**src/rtl/seq_shift_unit.sv**
```systemverilog
// Iterative shifter: one bit position per clock, valid/ready on both sides.
// Define SEQ_SHIFT_ROT_EN to make mode 11 rotate right; otherwise mode 11 passes data through.
module seq_shift_unit #(
   parameter int unsigned WIDTH = 8,
   parameter int unsigned SHW   = $clog2(WIDTH)
) (
   input  logic             clk,
   input  logic             rst,
   input  logic             in_valid,
   output logic             in_ready,
   input  logic [WIDTH-1:0] data_in,
   input  logic [SHW-1:0]   shift,
   input  logic [1:0]       mode,
   output logic             out_valid,
   input  logic             out_ready,
   output logic [WIDTH-1:0] data_out
);

   typedef enum logic [1:0] {StIdle, StShift, StDone} state_e;

   state_e           state_q, state_d;
   logic [WIDTH-1:0] data_q, data_d;
   logic [SHW-1:0]   cnt_q, cnt_d;
   logic [1:0]       mode_q, mode_d;
   logic [WIDTH-1:0] step;
   logic             skip_shift;

   // Single-bit step applied to the result register each SHIFT cycle.
   always_comb begin
      step = data_q;
      unique case (mode_q)
         2'b00: step = {data_q[WIDTH-2:0], 1'b0};
         2'b01: step = {1'b0, data_q[WIDTH-1:1]};
         2'b10: step = {data_q[WIDTH-1], data_q[WIDTH-1:1]};
`ifdef SEQ_SHIFT_ROT_EN
         2'b11: step = {data_q[0], data_q[WIDTH-1:1]};
`else
         2'b11: step = data_q;
`endif
         default: step = data_q;
      endcase
   end

`ifdef SEQ_SHIFT_ROT_EN
   assign skip_shift = (shift == '0);
`else
   assign skip_shift = (shift == '0) || (mode == 2'b11);
`endif

   always_comb begin
      state_d = state_q;
      data_d  = data_q;
      cnt_d   = cnt_q;
      mode_d  = mode_q;
      unique case (state_q)
         StIdle: begin
            if (in_valid) begin
               data_d  = data_in;
               mode_d  = mode;
               cnt_d   = shift;
               state_d = skip_shift ? StDone : StShift;
            end
         end
         StShift: begin
            data_d = step;
            cnt_d  = cnt_q - SHW'(1);
            if (cnt_q == SHW'(1)) begin
               state_d = StDone;
            end
         end
         StDone: begin
            if (out_ready) begin
               state_d = StIdle;
            end
         end
         default: state_d = StIdle;
      endcase
   end

   always_ff @(posedge clk or posedge rst) begin
      if (rst) begin
         state_q <= StIdle;
         data_q  <= '0;
         cnt_q   <= '0;
         mode_q  <= '0;
      end else begin
         state_q <= state_d;
         data_q  <= data_d;
         cnt_q   <= cnt_d;
         mode_q  <= mode_d;
      end
   end

   assign in_ready  = (state_q == StIdle);
   assign out_valid = (state_q == StDone);
   assign data_out  = data_q;

endmodule
```
**config.mk**
```make
export PLATFORM = sky130hd
export DESIGN_NAME = seq_shift_unit
export DESIGN_NICKNAME = d
export VERILOG_FILES = /design/src/rtl/seq_shift_unit.sv
export SDC_FILE = /design/constraint.sdc
export NUM_CORES = 1
export LEC_CHECK = 0
export CORE_MARGIN = 2
export CORE_UTILIZATION = 50
export CTS_CLUSTER_DIAMETER = 50
export DETAILED_ROUTE_END_ITERATION = 10
export PLACE_DENSITY_LB_ADDON = 0.05
export RECOVER_POWER = 25
export SLEW_MARGIN = 5
export SYNTH_ARGS = -nofsm -noshare
export SYNTH_HDL_FRONTEND = slang
export SYNTH_SLANG_ARGS = --single-unit
```
**constraint.sdc**
```tcl
create_clock -name clk -period 3 [get_ports clk]
set_input_delay 0.45 -clock clk [delete_from_list [all_inputs] [get_ports clk]]
set_output_delay 0.45 -clock clk [all_outputs]
set_load 0.1 [all_outputs]
```
# ---- After elaboration in Yosys (flattened, before gate mapping)
# Index checks and enable logic that the tools add are counted.
dict set report word_totals {
  inputBits 17
  output_inout_bits 10
  ff_bits 15
  word_cells 38
}
dict set report op_classes {
  eq_ne 12
  n_mux 10
  n_addsub 1
  n_reduce_logical 10
}
# cell n
set op_table {}
lappend op_table {{8-bit case mux with 3 select lines} 1}
lappend op_table {{8-bit case mux with 2 select lines} 1}
lappend op_table {{2-bit equality test (second input constant)} 4}
lappend op_table {{2-bit 2-to-1 mux} 4}
lappend op_table {{8-bit 2-to-1 mux} 1}
lappend op_table {{2-bit inequality test (second input constant)} 4}
lappend op_table {{2-bit case mux with 3 select lines} 1}
lappend op_table {{3-bit case mux with 2 select lines} 1}
lappend op_table {{3-bit AND reduction} 2}
lappend op_table {{2-bit by 1-bit equality test with 1-bit output (second input constant)} 2}
lappend op_table {{2-bit zero test} 2}
lappend op_table {{2-bit AND reduction} 2}
lappend op_table {{4-bit AND reduction} 1}
lappend op_table {{3-bit by 1-bit equality test with 1-bit output (second input constant)} 1}
lappend op_table {{3-bit zero test} 1}
lappend op_table {{3-bit 2-to-1 mux} 1}
lappend op_table {{3-bit by 1-bit subtractor with 3-bit output (second input constant)} 1}
lappend op_table {{2-bit by 1-bit inequality test with 1-bit output (second input constant)} 1}
lappend op_table {{2-bit nonzero test} 1}
lappend op_table {{1-bit logical OR} 1}

# ---- Longest topological paths before layout
# Gate-level depths: netlist of the first run.
dict set report logic_depth {
  ltp_word 5
  depth_mapped 6
  depth_no_buf 5
}

# ---- Least setup slack after synthesis of the first run
# No wires, ideal clock.
dict set report synth_timing {
  path_kind {register to output}
  start {register state_q[0]}
  end {output port out_valid}
  path_stages_with_launch 4
  n_path_buf 2
  t_required_ps 2550
  t_arrival_ps 1996
  path_slack_ps 554
  cell_sequence {dfrtp_1 > buf_4 > buf_2 > nor2b_1}
}
dict set report synth_via {
  elab_chain_len 1
}
# item line
set synth_lines {}
lappend synth_lines {{start, declared} 21} ;# state_e state_q, state_d;
lappend synth_lines {{start signal, assigned} 82} ;# state_q <= StIdle;
lappend synth_lines {{start signal, assigned} 87} ;# state_q <= state_d;
lappend synth_lines {{2-bit equality test} 95} ;# assign out_valid = (state_q == StDone);
lappend synth_lines {{end, declared} 14} ;# output logic out_valid,
# No other way between the ends.

# ---- Worst setup path after layout of the first run
dict set report layout_timing {
  start {register state_q[0]}
  end {register data_q[7] (netlist: data_out[7])}
}
dict set report layout_via {
  elab_chain_len 3
  elab_cells_between_ends 8
  cone_classes {4 x eq/ne; 1 x mux; 3 x reduce/logical}
}
# item line
set layout_lines {}
lappend layout_lines {{2-bit by 1-bit equality test with 1-bit output / 2-bit zero test (equally long branches)} 55} ;# unique case (state_q)
lappend layout_lines {{2-bit inequality test (no line) / 2-bit nonzero test (equally long branches)} -}
lappend layout_lines {{4-bit AND reduction (no line)} -}
lappend layout_lines {{end signal, assigned} 88} ;# data_q <= data_d;
lappend layout_lines {{end, declared} 22} ;# logic [WIDTH-1:0] data_q, data_d;
# Several ways; a longest one is shown, not always the timed one.
# A chain may end at the register's enable or synchronous reset.

==> impl_metrics.yaml, run 1 <==
outcome:
  outcome: "finished clean"
detailed_routing:
  drc: 0
  routed_wl_um: 2050
  via_count: 876
  post_drt_wl_per_cell_um: 13.1
  ant_nets: 0
  firstDrtPassIters: 4
  first_iter_violations: 23
  viasPerCell: 5.58
worst_hold_path:
  hold_class: "flop to flop"
  hold_path_startpoint: "cnt_q[1]"
synthesis:
  synth-edff-count: 0
  ys_seq_elements: 15
  netlist_top_cells_count: "dfrtp_1 (15), a21oi_1 (11), inv_1 (9)"
  syn-num-nets: 129
  ys_async_sr_fraction: 1.00
  synth_top_area_share: 0.382
  synth.avg_cell_area_um2: 9.28
  synth_ff_type: "dfrtp_1"
  synth_top_area_cell: "dfrtp_1"
  seq_area_frac_synth: 0.382
  syn_inst: 106
  synth_cell_types: 35
  yosys_warnings: 0
  synth_area_um2: 983
  synth.most_common_cell: "dfrtp_1"
  synth_area_leaders: "dfrtp_1 (38%), ha_1 (7.6%), a21oi_1 (5.6%), a221oi_1 (4.5%), o31ai_1 (3.8%)"
critical_path:
  arrival_ns: 2.01
  startpoint: "state_q[0]"
  path_cells: "nor2b_1 > mux2i_1 > mux2_1"
  start_kind: "flop"
  regToRegStartpoint: "state_q[0]"
  endpoint_kind: "flop"
  path_class: "flop to flop"
  slowest_delay_ns: 0.67
  cp_max_fo: 19
  cpMaxStageDelayCell: "dfrtp_1"
  cp.required_ns: 3.16
clocking:
  post_cts_buffers: 0
  cts_sinks: 15
  cts_resized: 0
  clk_latency_ns: 0.27
  cts-root-buf: "clkbuf_4"
  clockBufferDepth: 2
  cts.clk_slew.worst_paths_ns: 0.09
  cts_tree: "yes"
  htree_levels: 1
  numCtsBuffers: 3
  hold_buffers: 0
final_layout:
  fin_nets: 154
  final_cells: 157
  final_util: 0.655
  diodes: 0
  area_delta_synth_final_pct: 26.6
  drive_gt1_frac: 0.138
floorplanning:
  io-pin-count: 27
  core.rowCount: 16
  core_area_um2: 1900
  start_util: 0.517
  die_w_um: 48.4
  fp.dieH_um: 48.4
  die-area_um2: 2340
timing:
  relSlewSlack: 0.565
  min_period_over_period: 0.617
  clock_skew_ns: 0.00274
  fmax_mhz: 541
  fin_crit_ns: 1.85
  tightest_slew_ns: 0.651
  setup_viol_count_final: 0
  rsz0062_at_grt: "false"
  slew_viol_final: 0
  finalHoldViolCount: 0
  finalSetupTns_ns: 0
place:
  port_buffers: 26
  dpl.hpwl_um: 1580
  routabilityCongestion: 0.903
  placed_cells: 153
flow_run:
  maxCapViolCount: 0
global_route:
  grt_pass1_vias: 877
  gr-usage-all-layers: 0.199
  grt_max_degree: 20
  overflow: 0
  grt_antenna_before_repair: 0
  global_route.usage.met2: 0.336
  use_met1: 0.249
  top_usage_layer: "met2"
  met3_usage: 0.0525
  grt_pass1_wl_um: 3760
==> flip-flops by register name (all words and copies together) (netlist names) <==
name	count
cnt_q	3
data_out	8
mode_q	2
state_q	2
==> per-stage QoR <==
step                      setup slack (ns)  cell area, µm²  hold slack, ns
after floorplan                      0.554             983           0.351
after global placement                1.11            1220           0.503
after detailed placement              1.09            1220           0.502
after CTS                             1.09            1240           0.523
after global routing                  1.00            1240           0.561
final                                 1.15            1240           0.516
==> metal layers <==
metal,share of wire,routed length [µm]
met1,0.44,906
met2,0.48,979
met3,0.072,147
met4,0.0073,15
met5,0,0
==> cells in the final DEF, fill, tap and decap left out, drive strengths merged, types with 2 or more instances in the layout <==
master          n
a21oi          11
a221oi          5
a31oi           2
buf            10
clkbuf          4
clkdlybuf4s50  15
dfrtp          15
ha              6
inv             9
mux2            3
nand2           5
nand2b          4
nand3           2
nor2            7
nor2b           2
o21ai           7
o21ba           2
o31ai           5
or3b            2
==> cell families after synthesis <==
family          synth area share
compound gates             0.275
flops                      0.382
fa+ha+maj                 0.0763
buf+inv                   0.0687
mux                       0.0522
simple gates               0.146
==> worst max-delay path, delay by kind of cell (launching register included) <==
family           cells  cell delay [ns]
multiplexers         2             0.46
flip-flops           1             0.67
AND/OR/NAND/NOR      1             0.61
==> area by class of cell <==
type | count | area, µm²
multi-input combinational | 76 | 541
timing repair buffer | 26 | 235
inverter | 9 | 33.8
sequential | 15 | 375
clock buffer | 4 | 26.3
fill | 166 | 657
tap | 27 | 33.8
==> final timing paths <==
path	to	slack, ns	cells past startpoint
hold / removal	cnt_q[1]	0.52	1
setup / recovery	data_out[7]	1.15	3
max in group asynchronous	state_q[0]	1.97	2
min in group asynchronous	cnt_q[1]	0.65	2
setup reg to reg	data_out[7]	1.15	3
hold reg to reg	cnt_q[1]	0.52	1
Power of run 1 is left out: the tool's default activity adds up to more than one toggle a clock period on the data nets, which glitch-free logic cannot reach.
==> inputs of run 2 (changes only) <==
- CORE_UTILIZATION: 50 -> 42
- clock period: 3 -> 1.7 ns (I/O delays scaled with it)
==> impl_metrics.yaml, run 2 (synthesized netlist as in run 1, its figures left out) <==
detailed_routing:
  drc: 0
  viasPerCell: 5.55
  routed_wl_um: 2640
  ant_nets: 0
  first_iter_violations: 19
  post_drt_wl_per_cell_um: 15.6
  via_count: 938
  firstDrtPassIters: 4
critical_path:
  path_cells: "ha_1 > or3b_1 > a21oi_2 > mux2_4"
  path_class: "flop to flop"
  arrival_ns: 1.84
  cpMaxStageDelayCell: "dfrtp_1"
  endpoint_kind: "flop"
  crit_buf_inv: 0
  cp_max_fo: 4
  cpLargestDelayFamily: "flip-flops"
  cp.required_ns: 1.88
  r2r_setup_slack_ns: 0.04
  start_kind: "flop"
  slowest_delay_ns: 0.44
clocking:
  cts_tree: "yes"
  htree_levels: 1
  cts-root-buf: "clkbuf_4"
  cts.clk_slew.worst_paths_ns: 0.10
  cts_sinks: 15
  clockBufferDepth: 2
  clk_latency_ns: 0.28
  numCtsBuffers: 3
global_route:
  grt_pass1_wl_um: 4370
  overflow: 0
  gr-usage-all-layers: 0.215
  grt_antenna_before_repair: 0
  grt_pass1_vias: 965
  grt_max_degree: 16
floorplanning:
  io-pin-count: 27
  die_w_um: 52.4
  core_area_um2: 2210
  core.rowCount: 17
  start_util: 0.445
  fp.dieH_um: 52.4
  die-area_um2: 2740
final_layout:
  final_common_cell: "clkdlybuf4s50_1"
  fin_nets: 165
  drive_gt1_frac: 0.248
  area_delta_synth_final_pct: 50.3
  largest_register_ffs: 8
  diodes: 0
  final_cell_mix: "clkdlybuf4s50_1 (15), dfrtp_1 (14), buf_4 (11)"
  fillers: 186
timing:
  relSlewSlack: 0.582
  min_period_over_period: 0.977
  finalHoldViolCount: 0
  setup_viol_count_final: 0
  setup_ws_ns: 0.0388
  fmax_mhz: 602
  slew_viol_final: 0
  clock_skew_ns: 0.00204
  fin_crit_ns: 1.66
  tightest_slew_ns: 0.627
place:
  dpl.hpwl_um: 2060
  routabilityCongestion: 0.812
  port_buffers: 26
  dpl_worst_slack_ns: 0.0308
flow_run:
  maxCapViolCount: 0
worst_hold_path:
  hold_class: "input port to asynchronous set/reset pin"
outcome:
  outcome: "finished clean"
[run 2: layer usage]
metal | wire [µm] | vias to the layer above | track usage
li1 | - | 456 | -
met3 | 114 | 2 | 0.0371
met1 | 1130 | 450 | 0.262
met2 | 1390 | 30 | 0.373
met5 | 0 | - | 0
met4 | 9 | 0 | 0.0812
[run 2: cell type report]
class / instances / area, µm² / area share
Tap cell: 28 / 35.0 / 0.0237
Inverter: 9 / 33.8 / 0.0229
Multi-Input combinational cell: 76 / 563 / 0.381
Timing Repair Buffer: 37 / 443 / 0.300
Clock buffer: 4 / 26.3 / 0.0178
Sequential cell: 15 / 377 / 0.255
[run 2: path summary, 6_finish.rpt]
check | endpoint | from | cells after the start
min in group clk | cnt_q[1] | cnt_q[1] | 1
min | data_out[0] | rst | 2
min reg2reg | cnt_q[1] | cnt_q[1] | 1
max | data_out[7] | mode_q[0] | 4
max in group asynchronous | mode_q[1] | rst | 2
max reg2reg | data_out[7] | mode_q[0] | 4
[run 2: repair_timing]
item	in CTS	in global routing
setup endpoints to repair	0	3
hold buffers	0	0
gates resized for setup	0	4
endpoints found under the hold margin	0	0
setup buffers	0	1
[run 2: per-stage QoR]
step | setup TNS, ns | utilization | area (µm²) | cells | hold WS [ns]
floorplan | 0 | - | 998 | 106 | 0.156
CTS | 0 | 0.661 | 1460 | 168 | 0.361
global placement | 0 | 0.649 | 1440 | 164 | 0.494
global route | -0.0295 | 0.668 | 1480 | 169 | 0.519
detailed placement | 0 | 0.649 | 1440 | 164 | 0.497
finish | 0 | 0.668 | 1480 | 169 | 0.482
Power of run 2 is left out for the same reason.
